`src/rtl/map_draw_scheduler.sv`:
```
// Walks a MAP_W x MAP_H tile map, fetches each tile id and hands one draw job at a time to a
// tile drawer. Optional macro MAP_SCHED_SKIP_EMPTY_EN skips tiles whose id is 8'h00.
module map_draw_scheduler #(
  parameter int unsigned MAP_W      = 10,
  parameter int unsigned MAP_H      = 7,
  parameter int unsigned TILE_PX    = 16,
  parameter int unsigned TILE_WORDS = 256,
  parameter logic [15:0] TILE_BASE  = 16'h0000,
  parameter int unsigned TIMEOUT    = 1023
) (
  input  logic        clk,
  input  logic        resetn,
  input  logic        start,
  input  logic [7:0]  map_data,
  input  logic        drawer_done,
  output logic [7:0]  map_addr,
  output logic [15:0] tile_address,
  output logic [7:0]  x_pos,
  output logic [7:0]  y_pos,
  output logic        draw,
  output logic        busy,
  output logic        frame_done,
  output logic        timeout_err
);

  localparam int unsigned CntW    = (TIMEOUT > 1) ? $clog2(TIMEOUT + 1) : 1;
  localparam logic [CntW-1:0] CntLast = CntW'(TIMEOUT - 1);
  localparam logic [3:0] ColLast = 4'(MAP_W - 1);
  localparam logic [3:0] RowLast = 4'(MAP_H - 1);

  typedef enum logic [2:0] {
    StIdle, StFetch, StWaitId, StIssue, StWaitDone, StAdvance, StFrameDone
  } state_e;

  state_e          state_q;
  logic [3:0]      col_q, row_q;
  logic [CntW-1:0] cnt_q;
  logic [7:0]      map_addr_q, x_q, y_q;
  logic [15:0]     tile_addr_q;
  logic            draw_q, busy_q, frame_done_q, timeout_q;
  logic            skip_tile;

`ifdef MAP_SCHED_SKIP_EMPTY_EN
  assign skip_tile = (map_data == 8'h00);
`else
  assign skip_tile = 1'b0;
`endif

  always_ff @(posedge clk or negedge resetn) begin
    if (!resetn) begin
      state_q      <= StIdle;
      col_q        <= '0;
      row_q        <= '0;
      cnt_q        <= '0;
      map_addr_q   <= '0;
      tile_addr_q  <= '0;
      x_q          <= '0;
      y_q          <= '0;
      draw_q       <= 1'b0;
      busy_q       <= 1'b0;
      frame_done_q <= 1'b0;
      timeout_q    <= 1'b0;
    end else begin
      draw_q       <= 1'b0;
      frame_done_q <= 1'b0;
      unique case (state_q)
        StIdle: begin
          if (start) begin
            state_q    <= StFetch;
            col_q      <= '0;
            row_q      <= '0;
            map_addr_q <= '0;
            busy_q     <= 1'b1;
            timeout_q  <= 1'b0;
          end
        end
        StFetch: state_q <= StWaitId;
        // map_data answers the address presented during FETCH
        StWaitId: begin
          if (skip_tile) begin
            state_q <= StAdvance;
          end else begin
            state_q     <= StIssue;
            draw_q      <= 1'b1;
            tile_addr_q <= TILE_BASE + 16'(map_data * TILE_WORDS);
            x_q         <= 8'(col_q * TILE_PX);
            y_q         <= 8'(row_q * TILE_PX);
          end
        end
        StIssue: begin
          state_q <= StWaitDone;
          cnt_q   <= '0;
        end
        StWaitDone: begin
          if (drawer_done) begin
            state_q <= StAdvance;
          end else if (cnt_q == CntLast) begin
            state_q   <= StAdvance;
            timeout_q <= 1'b1;
          end else begin
            cnt_q <= cnt_q + CntW'(1);
          end
        end
        StAdvance: begin
          if (col_q == ColLast) begin
            col_q <= '0;
            if (row_q == RowLast) begin
              state_q      <= StFrameDone;
              frame_done_q <= 1'b1;
            end else begin
              row_q      <= row_q + 4'd1;
              map_addr_q <= 8'((row_q + 4'd1) * MAP_W);
              state_q    <= StFetch;
            end
          end else begin
            col_q      <= col_q + 4'd1;
            map_addr_q <= map_addr_q + 8'd1;
            state_q    <= StFetch;
          end
        end
        StFrameDone: begin
          state_q <= StIdle;
          busy_q  <= 1'b0;
        end
        default: state_q <= StIdle;
      endcase
    end
  end

  assign map_addr     = map_addr_q;
  assign tile_address = tile_addr_q;
  assign x_pos        = x_q;
  assign y_pos        = y_q;
  assign draw         = draw_q;
  assign busy         = busy_q;
  assign frame_done   = frame_done_q;
  assign timeout_err  = timeout_q;

endmodule

```
`config.mk`:
```
export PLATFORM = sky130hd
export DESIGN_NAME = map_draw_scheduler
export DESIGN_NICKNAME = d
export VERILOG_FILES = /design/src/rtl/map_draw_scheduler.sv
export SDC_FILE = /design/constraint.sdc
export NUM_CORES = 1
export LEC_CHECK = 0
export CAP_MARGIN = 20
export CORE_UTILIZATION = 30
export DETAILED_ROUTE_END_ITERATION = 10
export GPL_TIMING_DRIVEN = 0
export PLACE_DENSITY = 0.52
export RECOVER_POWER = 25
export SETUP_SLACK_MARGIN = 0.1
export SLEW_MARGIN = 10
export SYNTH_ARGS = -nofsm -noshare
export SYNTH_HDL_FRONTEND = slang
export SYNTH_SLANG_ARGS = --single-unit
```
`constraint.sdc`:
```
create_clock -name clk -period 2.9 [get_ports clk]
set_input_delay 0.58 -clock clk [delete_from_list [all_inputs] [get_ports clk]]
set_output_delay 0.58 -clock clk [all_outputs]
set_load 0.05 [all_outputs]
```
---- Word level (Yosys, flattened, before mapping) ----
Cells that the tools add are included.
storage, ports and cells
  output and inout bits ................... 44
  register bits after elaboration ......... 49
  latch bits .............................. 0
  memories kept ........................... 0
  bits of input ports ..................... 12
  memory bits (read-only) ................. 0
  memory bits (writable) .................. 0
  word-level logic and storage cells ...... 76
cells by class
  order comparisons ....................... 0
  divide/modulo/power cells ............... 0
  shift-type cells ........................ 0
  $add $sub $neg .......................... 5
  equal/unequal tests ..................... 17
  reductions and logical operators ........ 12
  multiply operators ...................... 1
  bitwise gates (word level) .............. 0
  muxes and demuxes ....................... 29
operators by type and width
  cell                   count
  $mux 8                 3
  $mux 10                2
  $pmux 10 s2            1
  $pmux 3 s6             1
  $mux 4                 4
  $pmux 4 s2             2
  $pmux 8 s2             1
  $mux 3                 5
  $ne 2x2->1 const B     6
  $add 10x1->10 const B  1
  $eq 10x10->1 const B   1
  $eq 3x3->1 const B     3
  $add 4x1->4 const B    2
  $add 8x1->8 const B    1
  $mux 1                 8
  $reduce_and 4->1       2
  $reduce_bool 2->1      4
  $mul 5x3->7 const B    1
  $eq 3x2->1 const B     2
  $ne 3x3->1 const B     2
  $reduce_and 2->1       3
  $reduce_and 3->1       2
  $add 4x1->5 const B    1
  $eq 4x3->1 const B     1
  other kinds (4)        5

---- Depth between registers and ports, before layout ----
Gate-level depths: netlist of run 1.
  depth in word-level cells ............... 5
  gate-level depth with buffers ........... 10
  mapped depth without buffers ............ 10

---- Worst setup path before layout of run 1 ----
Ideal clock, no wire load.
  path kind ............................... flip-flop to flip-flop
  start point ............................. register row_q[2]
  end point ............................... register map_addr_q[6] (netlist: map_addr[6])
  stages on the path, launching flop included .. 11
  data required time ...................... 2.774 ns
  arrival time ............................ 2.203 ns
  clock period less this slack ............ 2.329 ns
  buffers on the path ..................... 1
  setup time .............................. 0.126 ns
  slack ................................... 0.571 ns
  path through ............................ dfrtp_1 -> buf_2 -> and3_1 -> xor2_1 -> ha_1 -> ha_1 -> inv_1 -> fa_1 -> xor2_1 -> xnor2_1 -> a221o_1
on the way
  cells in the longest elaborated chain, start to end .. 5
  elaborated cells between the ends (all ways) .. 8
  classes of those cells .................. add/sub: 1; mul: 1; eq/ne: 2; mux: 3; reduce/logical: 1
RTL lines
  element                 RTL line  source
  start, declared         36        logic [3:0] col_q, row_q;
  start signal, assigned  111       row_q <= row_q + 4'd1;
  $add 4x1->5             112       map_addr_q <= 8'((row_q + 4'd1) * MAP_W);
  $mul 5x3->7             112
  $mux 8                  107       if (row_q == RowLast) begin
  $mux 8                  105       if (col_q == ColLast) begin
  $pmux 8 s2              66        unique case (state_q)
  end signal, assigned    112
  end signal, assigned    117       map_addr_q <= map_addr_q + 8'd1;
  end, declared           38        logic [7:0] map_addr_q, x_q, y_q;
Several ways; a longest one is shown, not always the timed one. The select of a mux whose other input is x is not followed.
A chain may end at the register's enable or synchronous reset.

---- Final worst setup path of run 1 ----
  start point ............................. register row_q[0]
  end point ............................... register map_addr_q[6] (netlist: map_addr[6])
The elaborated chain is that of the path after synthesis.

==> impl_results.md, run 1 <==
* Worst clock skew at 7.983 ps
* Ports at 56
* Sequential share of power at 0.356
* R2r worst-path depth at 10
* ANT nets after route at 0
* Library cells used by synthesis at 53
* Crit path buffers/inverters at 3
* Pwr per Cell Area at 758.9 nW/um^2
* Clk sinks at approximately 50
* Pint at 1463 uW
* Avg Inst Size Synth at just over 10 um^2
* Period minus WS final at ~2500 ps
* Cell Chain, Critical Path: inv_1 -> ha_1 -> inv_1 -> ha_1 -> ha_1 -> inv_1 -> fa_1 -> xor2_1 -> xnor2_1 -> a221o_1
* Worst EP required at 3110 ps
* Post-synthesis sequential area ratio at 0.4440
* YS warnings at 0
* Synthesized instance count at 270
* Failing checks: DRC
* Ant. Diodes at 0
* CP Launch Type: register
* GP Congestion at about 0.78
* CP max stage delay at approximately 480 ps
* Rows at 34
* IO Port Bufs at 39
* Worst hold slack at ~430 ps
* Power share of the clock group at 0.173
* Fin. max-slew vios at 0
* Area share of the largest cell type after synthesis at 0.4440
* First-pass GRT wire length at a little over 10000 um
* Drt initial violations at 81
* Power Total at 2610 uW
* Reg2Reg Setup Slack at 410 ps
* Largest net degree at the start of global routing at 32
* Least-Margin Pin Slew at 1068 ps
* Reg-to-reg endpoint: map_addr[6]$_DFFE_PN0P_
* Crit. path cell count at 10
* Initial Util at 0.3136
* Total die area at 9592 um^2
* Setup Viol. Count Final at 0
* Worst VDD drop at about 0.51 mV
* Main area contributors after synthesis: dfrtp_1 (44%), mux2_2 (6.5%), ha_1 (5.0%), buf_4 (4.9%), o21ai_0 (3.3%)
* Sw Ratio at 0.4396
* Drt via density at 4.943
* RSZ-0062 raised after global routing: false
* Max stage delay cell, worst path: dfrtp_1
* Area Overhead vs Synth at 24.56%
* P_sw at between 1000 and 1500 uW
* Vias in the first global route at 2072
* Chip height at 97.94 um
* # hold bufs at CTS at 0
* CTS tree: yes
* Core area at 8806 um^2
* Pre-CTS setup slack at 410.7 ps
* Cts repair resizes at 0
* Fill cells at roughly 870
* Reg clk slew, reported paths at about 100 ps
* DP HPWL at approximately 4400 um
* FF+latch count, synth at 49
* Lkg Pwr at 0.001520 uW
* Most common cell after layout, fill and taps aside: dfrtp_1
* Layout cell share with drive strength beyond 1 at 0.1682
* Vias at 2180
* DR pass1 iterations at 7
* Total CTS buffers at 5
* TNS Setup at 0 ps
* Combinational Power Share at 0.471
* Worst min path class: primary input to async pin
* Tcrit/Tclk final at 0.8579
* Clock Latency Late Sink at 320 ps
* Die Width at 97.94 um
* Synth area leader: dfrtp_1
* Crit. Startpoint: row_q[0]$_DFFE_PN0P_
* Arrival time at the worst endpoint at 2700 ps
* Storage cell area at approximately 1200 um^2
* Netlist Area Pre-Place at 2761 um^2
* Htree depth at 2
* Final Core Density at 0.3906
* R2r startpoint: row_q[0]$_DFFE_PN0P_
* DRC errors left at 3
* Area taken by multi-input logic gates at 1370 um^2
* Gr usage total at 0.1313
* Critical Path End: map_addr[6]$_DFFE_PN0P_
* Worst Setup Path Type: register to register
* EDFF count, synth at 0
* Nets@finish at 356
* Rel. slew slack at 0.2882
* Drt wl/cell at 13.98 um
* Async set or reset register ratio after synthesis at 1.000
* Total gr overflow at 0
* Achievable clock frequency at 401.9 MHz
* Max_cap viols at 0
* Setup slack after layout at 412.0 ps
* Final hold vios at 0
* Most frequent cells in the layout: dfrtp_1 (49), clkdlybuf4s50_1 (38), nand2_1 (22)
* Crit-path max FO at 7
* Status: complete, but fails checks
* CP top delay family: adder cells
* Initial antenna violation count at 0
* CTS Buffer Depth at 2
* Setup bufs post-CTS at 0
* Setup crit end kind: register
* Routed Wire Length at 6167 um
* Top FF cell, synth: dfrtp_1
* Root Buffer: clkbuf_8
==> power by group through the flow <==
stage          sequential, uW  clock [uW]  combinational (uW)
2_1_floorplan            1250           0                 565
3_3_place_gp              937           0                1230
3_5_place_dp              939           0                1240
4_1_cts                   930         469                1240
5_1_grt                   953         492                1320
6_report                  929         453                1230
==> Yosys cell counts (2+ instances only) <==
| master | instances |
|---|---|
| or4_1 | 4 |
| nor3_1 | 5 |
| xnor2_1 | 2 |
| buf_2 | 3 |
| and2_1 | 2 |
| nand3b_1 | 4 |
| and3b_1 | 4 |
| a31oi_1 | 4 |
| and3_1 | 5 |
| nor2_1 | 10 |
| o2bb2ai_1 | 4 |
| ha_1 | 11 |
| o21ai_1 | 2 |
| o32ai_1 | 2 |
| a21o_1 | 2 |
| nor3_4 | 2 |
| nand2_1 | 22 |
| o22ai_1 | 2 |
| dfrtp_1 | 49 |
| a22o_1 | 3 |
| o211ai_1 | 3 |
| buf_4 | 18 |
| o31ai_1 | 4 |
| xor2_1 | 4 |
| or2_2 | 2 |
| nand4_1 | 3 |
| clkbuf_1 | 4 |
| nand3_1 | 7 |
| o21ai_0 | 18 |
| mux2_2 | 16 |
| inv_1 | 12 |
| a21oi_1 | 16 |
==> layout make-up <==
class / count / share of cell area
inverters: 12 / 0.01310
repair buffers: 40 / 0.1131
plain buffers: 26 / 0.05129
clock buffers: 5 / 0.02001
well taps: 108 / 0.03929
clock inverters: 3 / 0.008367
flip-flops and latches: 49 / 0.3565
multi-input cells: 198 / 0.3983
==> cells by family (layout without fill, tap and decap cells) <==
logic type	count (synthesis)	in the layout	synth area share
and+or+nand+nor	79	79	0.1726
AOI/OAI and AO/OA	69	69	0.1604
DFF	49	49	0.4440
buffers and inverters	38	86	0.08019
muxes	16	16	0.06525
adders and majority gates	12	12	0.05709
xor gates and xnor gates	6	6	0.01903
other	1	16	0.001358
==> registers in the layout (all words and copies together) (netlist names) <==
| name | flops |
|---|---|
| y_pos | 4 |
| draw | 1 |
| frame_done | 1 |
| timeout_err | 1 |
| row_q | 4 |
| x_pos | 4 |
| state_q | 3 |
| busy | 1 |
| cnt_q | 10 |
| map_addr | 8 |
| col_q | 4 |
| tile_address | 8 |
==> worst register-to-register path: cells and delay by family, from the launching register on <==
| kind | cells | cell delay [ps] |
|---|---|---|
| AO/OA/AOI/OAI | 1 | 290 |
| adder cells (fa/ha/maj) | 4 | 1110 |
| flip-flops | 1 | 480 |
| buffers and inverters | 3 | 220 |
| XOR/XNOR | 2 | 290 |
==> layer usage <==
layer	wire length, um	global-route usage
met5	0	0
met4	42	0.03147
met3	326	0.03150
met2	2886	0.2107
met1	2912	0.1783
==> through the flow <==
step	instances	instance area (um^2)
after CTS	441	3456
after global routing	441	3440
after floorplan	285	2818
after global placement	432	3343
after detailed placement	433	3358
final	441	3440
==> worst min path at each step <==
stage                                  from  slack [ps]  depth (start not counted)                      endpoint
2_1_floorplan                        resetn         280                          0              busy$_DFFE_PN0P_
3_3_place_gp   tile_address[14]$_DFFE_PN0P_         490                          1  tile_address[14]$_DFFE_PN0P_
3_5_place_dp           y_pos[5]$_DFFE_PN0P_         490                          1          y_pos[5]$_DFFE_PN0P_
4_1_cts                              resetn         230                          1       map_addr[5]$_DFFE_PN0P_
5_1_grt                              resetn         540                          1       map_addr[6]$_DFFE_PN0P_
6_report                             resetn         430                          1          cnt_q[3]$_DFFE_PN0P_
(Power assumes the default switching activity.)
==> run 2, diff against run 1 <==
- CAP_MARGIN: 20 -> 10
- CORE_UTILIZATION: 30 -> 52
- PLACE_DENSITY: 0.52 -> 0.82
==> impl_results.md, run 2 (synthesis gave the netlist of run 1 again) <==
* Status: finished clean
* Htree depth at 2 (unchanged)
* Vias at 2288 (+5.0%)
* Pre-CTS setup slack at 436.3 ps (+25.60 ps)
* Ant. Diodes at 0 (unchanged)
* RSZ-0062 raised after global routing: false
* Area Overhead vs Synth at 23.38%
* DRC errors left at 0 (-3)
* Drt initial violations at 162 (+100%)
* DP HPWL at 4133 um (-7.0%)
* Routed Wire Length at 5773 um (-6.4%)
* Fin. max-slew vios at 0 (unchanged)
* Worst min path class: primary input to async pin
* Initial antenna violation count at 0 (unchanged)
* Root Buffer: clkbuf_8
* TNS Setup at 0 ps (unchanged)
* Setup Viol. Count Final at 0 (unchanged)
* Core area at 5107 um^2 (-42%)
* Achievable clock frequency at 394.1 MHz (-1.9%)
* Max reg flops at 10 (unchanged)
* Reg-to-reg endpoint: map_addr[6]$_DFFE_PN0P_
* Die Width at 74.87 um (-24%)
* Period minus WS final at 2537 ps (+49.36 ps)
* Power Total at 2594 uW (-0.61%)
* Nets@finish at 356 (unchanged)
* Reg2Reg Setup Slack at 360 ps (-50 ps)
* CP Launch Type: register
* Arrival time at the worst endpoint at 2730 ps (+30 ps)
* Rel. slew slack at 0.3285 (+0.04035)
* ANT nets after route at 0 (unchanged)
* Final hold vios at 0 (unchanged)
* First-pass GRT wire length at 9611 um (-5.6%)
* R2r worst-path depth at 10 (unchanged)
* Total die area at 5606 um^2 (-42%)
* Lkg Pwr at 0.001526 uW (+0.35%)
* Vias in the first global route at 2091 (+0.92%)
* Ports at 56 (unchanged)
* Largest net degree at the start of global routing at 34 (+6.3%)
* DR pass1 iterations at 4 (-3)
* Crit-path max FO at 9 (+2)
* Reg clk slew, reported paths at 100 ps (about the same)
* Max_cap viols at 0 (unchanged)
* Rows at 26 (-24%)
* IO Port Bufs at 39 (unchanged)
* Area after DPL at 3311 um^2 (-1.4%)
* Initial Util at 0.5407 (+0.2271)
* Worst VDD drop at 0.6862 mV (+34%)
* Layout Cell Area excl Fill at 3407 um^2 (-0.95%)
* Clk sinks at 49 (unchanged)
* GP Congestion at 0.8554 (+9.2%)
* Tcrit/Tclk final at 0.8750 (+0.01702)
* Critical Path End: map_addr[6]$_DFFE_PN0P_
* Worst EP required at 3090 ps (-20 ps)
* Drt wl/cell at 14.33 um (+2.4%)
* Worst Setup Path Type: register to register
* Drt via density at 5.677 (+15%)
* Setup slack after layout at 362.6 ps (-49.36 ps)
* Pwr per Cell Area at 761.4 nW/um^2 (+0.34%)
* Setup crit end kind: register
* Cts repair resizes at 0 (unchanged)
* Chip height at 74.87 um (-24%)
* Clock Latency Late Sink at 310 ps (about the same)
* Worst clock skew at 7.553 ps (-0.4300 ps)
* Most frequent cells in the layout: dfrtp_1 (49), clkdlybuf4s50_1 (38), nand2_1 (22)
* Largest register by flop count: cnt_q
* Least-Margin Pin Slew at 1007 ps (-60.52 ps)
* # hold bufs at CTS at 0 (unchanged)
* R2r startpoint: row_q[2]$_DFFE_PN0P_
* CTS Buffer Depth at 2 (unchanged)
* Crit. Startpoint: row_q[2]$_DFFE_PN0P_
* Setup bufs post-CTS at 0 (unchanged)
* Most common cell after layout, fill and taps aside: dfrtp_1
* Total CTS buffers at 5 (unchanged)
* CTS tree: yes
* Layout cell share with drive strength beyond 1 at 0.1682 (unchanged)
* Worst hold slack at 408.9 ps (-17.79 ps)
* Total gr overflow at 0 (unchanged)
* Gr usage total at 0.2280 (+0.09668)
## run 2: how the worst min path moves through the flow
stage | depth (start not counted) | endpoint | from
after detailed placement | 1 | x_pos[7]$_DFFE_PN0P_ | x_pos[7]$_DFFE_PN0P_
after global routing | 1 | busy$_DFFE_PN0P_ | resetn
final | 1 | state_q[0]$_DFFE_PN0P_ | resetn
after CTS | 1 | busy$_DFFE_PN0P_ | resetn
after floorplan | 0 | busy$_DFFE_PN0P_ | resetn
after global placement | 1 | tile_address[13]$_DFFE_PN0P_ | tile_address[13]$_DFFE_PN0P_
## run 2: cell type report
| class | count | area (um^2) |
|---|---|---|
| fill | 404 | 1700 |
| multi-input combinational | 198 | 1370 |
| sequential | 49 | 1226 |
| timing repair buffer | 40 | 404.1 |
| buffer | 26 | 176.4 |
| tap | 70 | 87.58 |
| clock buffer | 5 | 68.82 |
| inverter | 12 | 45.04 |
| clock inverter | 3 | 28.78 |
## run 2: stage by stage
step | std cells | utilization
final | 403 | 0.6671
after global routing | 403 | 0.6671
after CTS | 403 | 0.6673
after detailed placement | 395 | 0.6482
after global placement | 394 | 0.6453
after floorplan | 285 | -
## run 2: power by group
group          internal, uW  switching [uW]
logic                   464             763
clock network           181             258
registers               820             108
## run 2: routing by layer
layer,global-route usage,up-vias,share of wire
met5,0,-,0
met4,0.07966,0,0.015
li1,-,1077,-
met3,0.05355,11,0.056
met2,0.3784,76,0.51
met1,0.2937,1124,0.42
## run 2: critical path, stage by stage, from the launching register on
cell and delay (ps):
dfrtp_1 370, buf_2 170, and3_1 210, xor2_1 180
ha_1 300, ha_1 140, inv_1 50, fa_1 370
xor2_1 170, xnor2_1 140, a221o_1 310
==> run 3, diff against run 2 <==
- RECOVER_POWER: 25 -> 50
- TNS_END_PERCENT: not set -> 100
==> impl_results.md, run 3 (synthesis gave the netlist of run 1 again) <==
* Max reg flops at 10 (unchanged)
* Initial antenna violation count at 0 (unchanged)
* Core area at 5107 um^2 (unchanged)
* Most frequent cells in the layout: dfrtp_1 (49), clkdlybuf4s50_1 (37), nand2_1 (22)
* Htree depth at 2 (unchanged)
* GP Congestion at 0.8554 (unchanged)
* Most common cell after layout, fill and taps aside: dfrtp_1
* Largest net degree at the start of global routing at 34 (unchanged)
* CTS tree: yes
* First-pass GRT wire length at 9611 um (unchanged)
* # hold bufs at CTS at 0 (unchanged)
* Die Width at 74.87 um (unchanged)
* Pwr per Cell Area at 760.1 nW/um^2 (-0.18%)
* Clk sinks at 49 (unchanged)
* Met2 usage at 0.3784 (unchanged)
* Pint at 1455 uW (-0.70%)
* P_sw at 1117 uW (-1.1%)
* ANT nets after route at 0 (unchanged)
* Initial Util at 0.5407 (unchanged)
* Gr usage total at 0.2280 (unchanged)
* Clock Latency Late Sink at 310 ps (about the same)
* Lkg Pwr at 0.001518 uW (-0.51%)
* Sequential share of power at 0.359 (about the same)
* Setup bufs post-CTS at 0 (unchanged)
* Total die area at 5606 um^2 (unchanged)
* CP max stage delay at 370 ps (about the same)
* Routed Wire Length at 5776 um (about the same)
* Rel. slew slack at 0.1382 (-0.1903)
* Arrival time at the worst endpoint at 2710 ps (-20 ps)
* Area taken by multi-input logic gates at 1348 um^2 (-1.6%)
* CP top delay family: adder cells
* Worst min path class: primary input to async pin
* Rows at 26 (unchanged)
* Met3 Use GR at 0.05355 (unchanged)
* DP HPWL at 4133 um (unchanged)
* DR pass1 iterations at 4 (unchanged)
* Reg clk slew, reported paths at 100 ps (about the same)
* Worst Setup Path Type: register to register
* Fin. max-slew vios at 0 (unchanged)
* Crit-path max FO at 9 (unchanged)
* Tcrit/Tclk final at 0.8699 (-0.005031)
* IO Port Bufs at 39 (unchanged)
* Vias in the first global route at 2091 (unchanged)
* Vias at 2264 (-1.0%)
* Drt wl/cell at 14.33 um (about the same)
* Final hold vios at 0 (unchanged)
* Root Buffer: clkbuf_8
* CP Launch Type: register
* DRC errors left at 0 (unchanged)
* Crit path buffers/inverters at 2 (unchanged)
* Worst VDD drop at 0.6863 mV (about the same)
* Combinational Power Share at 0.469 (-0.004)
* Drt via density at 5.618 (-1.0%)
* Drt initial violations at 147 (-9.3%)
* Max stage delay cell, worst path: dfrtp_1
* Worst clock skew at 9.018 ps (+1.465 ps)
* Fill cells at 409 (+1.2%)
* Area Overhead vs Synth at 22.52%
* Largest register by flop count: cnt_q
* Achievable clock frequency at 396.4 MHz (+0.58%)
* Chip height at 74.87 um (unchanged)
* Final Core Density at 0.6624 (-0.004655)
* TNS Setup at 0 ps (unchanged)
* Worst EP required at 3090 ps (about the same)
* Layout cell share with drive strength beyond 1 at 0.1592 (-0.009009)
* CTS Buffer Depth at 2 (unchanged)
* Ports at 56 (unchanged)
* Ant. Diodes at 0 (unchanged)
* Total gr overflow at 0 (unchanged)
* Setup Viol. Count Final at 0 (unchanged)
* Busiest layer in global routing: met2
* Storage cell area at 1226 um^2 (unchanged)
* Nets@finish at 356 (unchanged)
* RSZ-0062 raised after global routing: false
* Total CTS buffers at 5 (unchanged)
* Status: finished clean
* Least-Margin Pin Slew at 1283 ps (+275.6 ps)
* Sw Ratio at 0.4343 (-0.0009914)
* Grt met1 use at 0.2937 (unchanged)
* Period minus WS final at 2523 ps (-14.59 ps)
* Power share of the clock group at 0.172 (+0.003)
* Cell Chain, Critical Path: buf_2 -> and3_1 -> xor2_1 -> ha_1 -> ha_1 -> inv_1 -> fa_1 -> xor2_1 -> xnor2_1 -> a221o_1
* Cts repair resizes at 0 (unchanged)
* Max_cap viols at 0 (unchanged)
* Setup crit end kind: register
run 3: stage by stage:
step           area [um^2]  total power, uW  instances  setup slack, ps  hold WS, ps
6_report              3383             2571        403            377.2        400.4
5_1_grt               3383             2716        403            152.5        508.8
4_1_cts               3408             2614        403            384.3        203.0
3_5_place_dp          3311             2167        395            436.3        495.3
3_3_place_gp          3296             2137        394           -196.8        489.1
2_1_floorplan         2818             1814        285            570.6        284.4
run 3: path summary, 6_finish.rpt:
path	start	to	slack, ps	depth (start not counted)
setup / recovery	row_q[2]$_DFFE_PN0P_	map_addr[6]$_DFFE_PN0P_	380	10
hold / removal	resetn	busy$_DFFE_PN0P_	400	1
min in group clk	x_pos[7]$_DFFE_PN0P_	x_pos[7]$_DFFE_PN0P_	510	1
hold reg to reg	x_pos[7]$_DFFE_PN0P_	x_pos[7]$_DFFE_PN0P_	510	1
max in group asynchronous	resetn	map_addr[6]$_DFFE_PN0P_	1800	2
setup reg to reg	row_q[2]$_DFFE_PN0P_	map_addr[6]$_DFFE_PN0P_	380	10
run 3: cell type report:
| cell class | count | share of cell area |
|---|---|---|
| plain buffers | 26 | 0.05178 |
| clock buffers | 5 | 0.02034 |
| clock inverters | 3 | 0.008506 |
| inverters | 12 | 0.01331 |
| multi-input cells | 198 | 0.3983 |
| flip-flops and latches | 49 | 0.3624 |
| well taps | 70 | 0.02589 |
| repair buffers | 40 | 0.1195 |
run 3: power groups by stage:
| stage | clock (uW) | sequential, uW | combinational [uW] |
|---|---|---|---|
| 2_1_floorplan | 0 | 1250 | 565 |
| 3_3_place_gp | 0 | 934 | 1200 |
| 3_5_place_dp | 0 | 941 | 1230 |
| 4_1_cts | 449 | 929 | 1240 |
| 5_1_grt | 473 | 948 | 1300 |
| 6_report | 443 | 924 | 1210 |
run 3: metal layers:
metal	wire length, um	vias up
met2	2911	60
met3	263	9
met5	0	-
met4	85	0
met1	2517	1117
li1	-	1078
run 3: worst register-to-register path, cell delays in order (launching register included):
cell and delay, ps:
dfrtp_1 370, buf_2 170, and3_1 210, xor2_1 180, ha_1 300, ha_1 140
inv_1 50, fa_1 370, xor2_1 170, xnor2_1 140, a221o_1 310
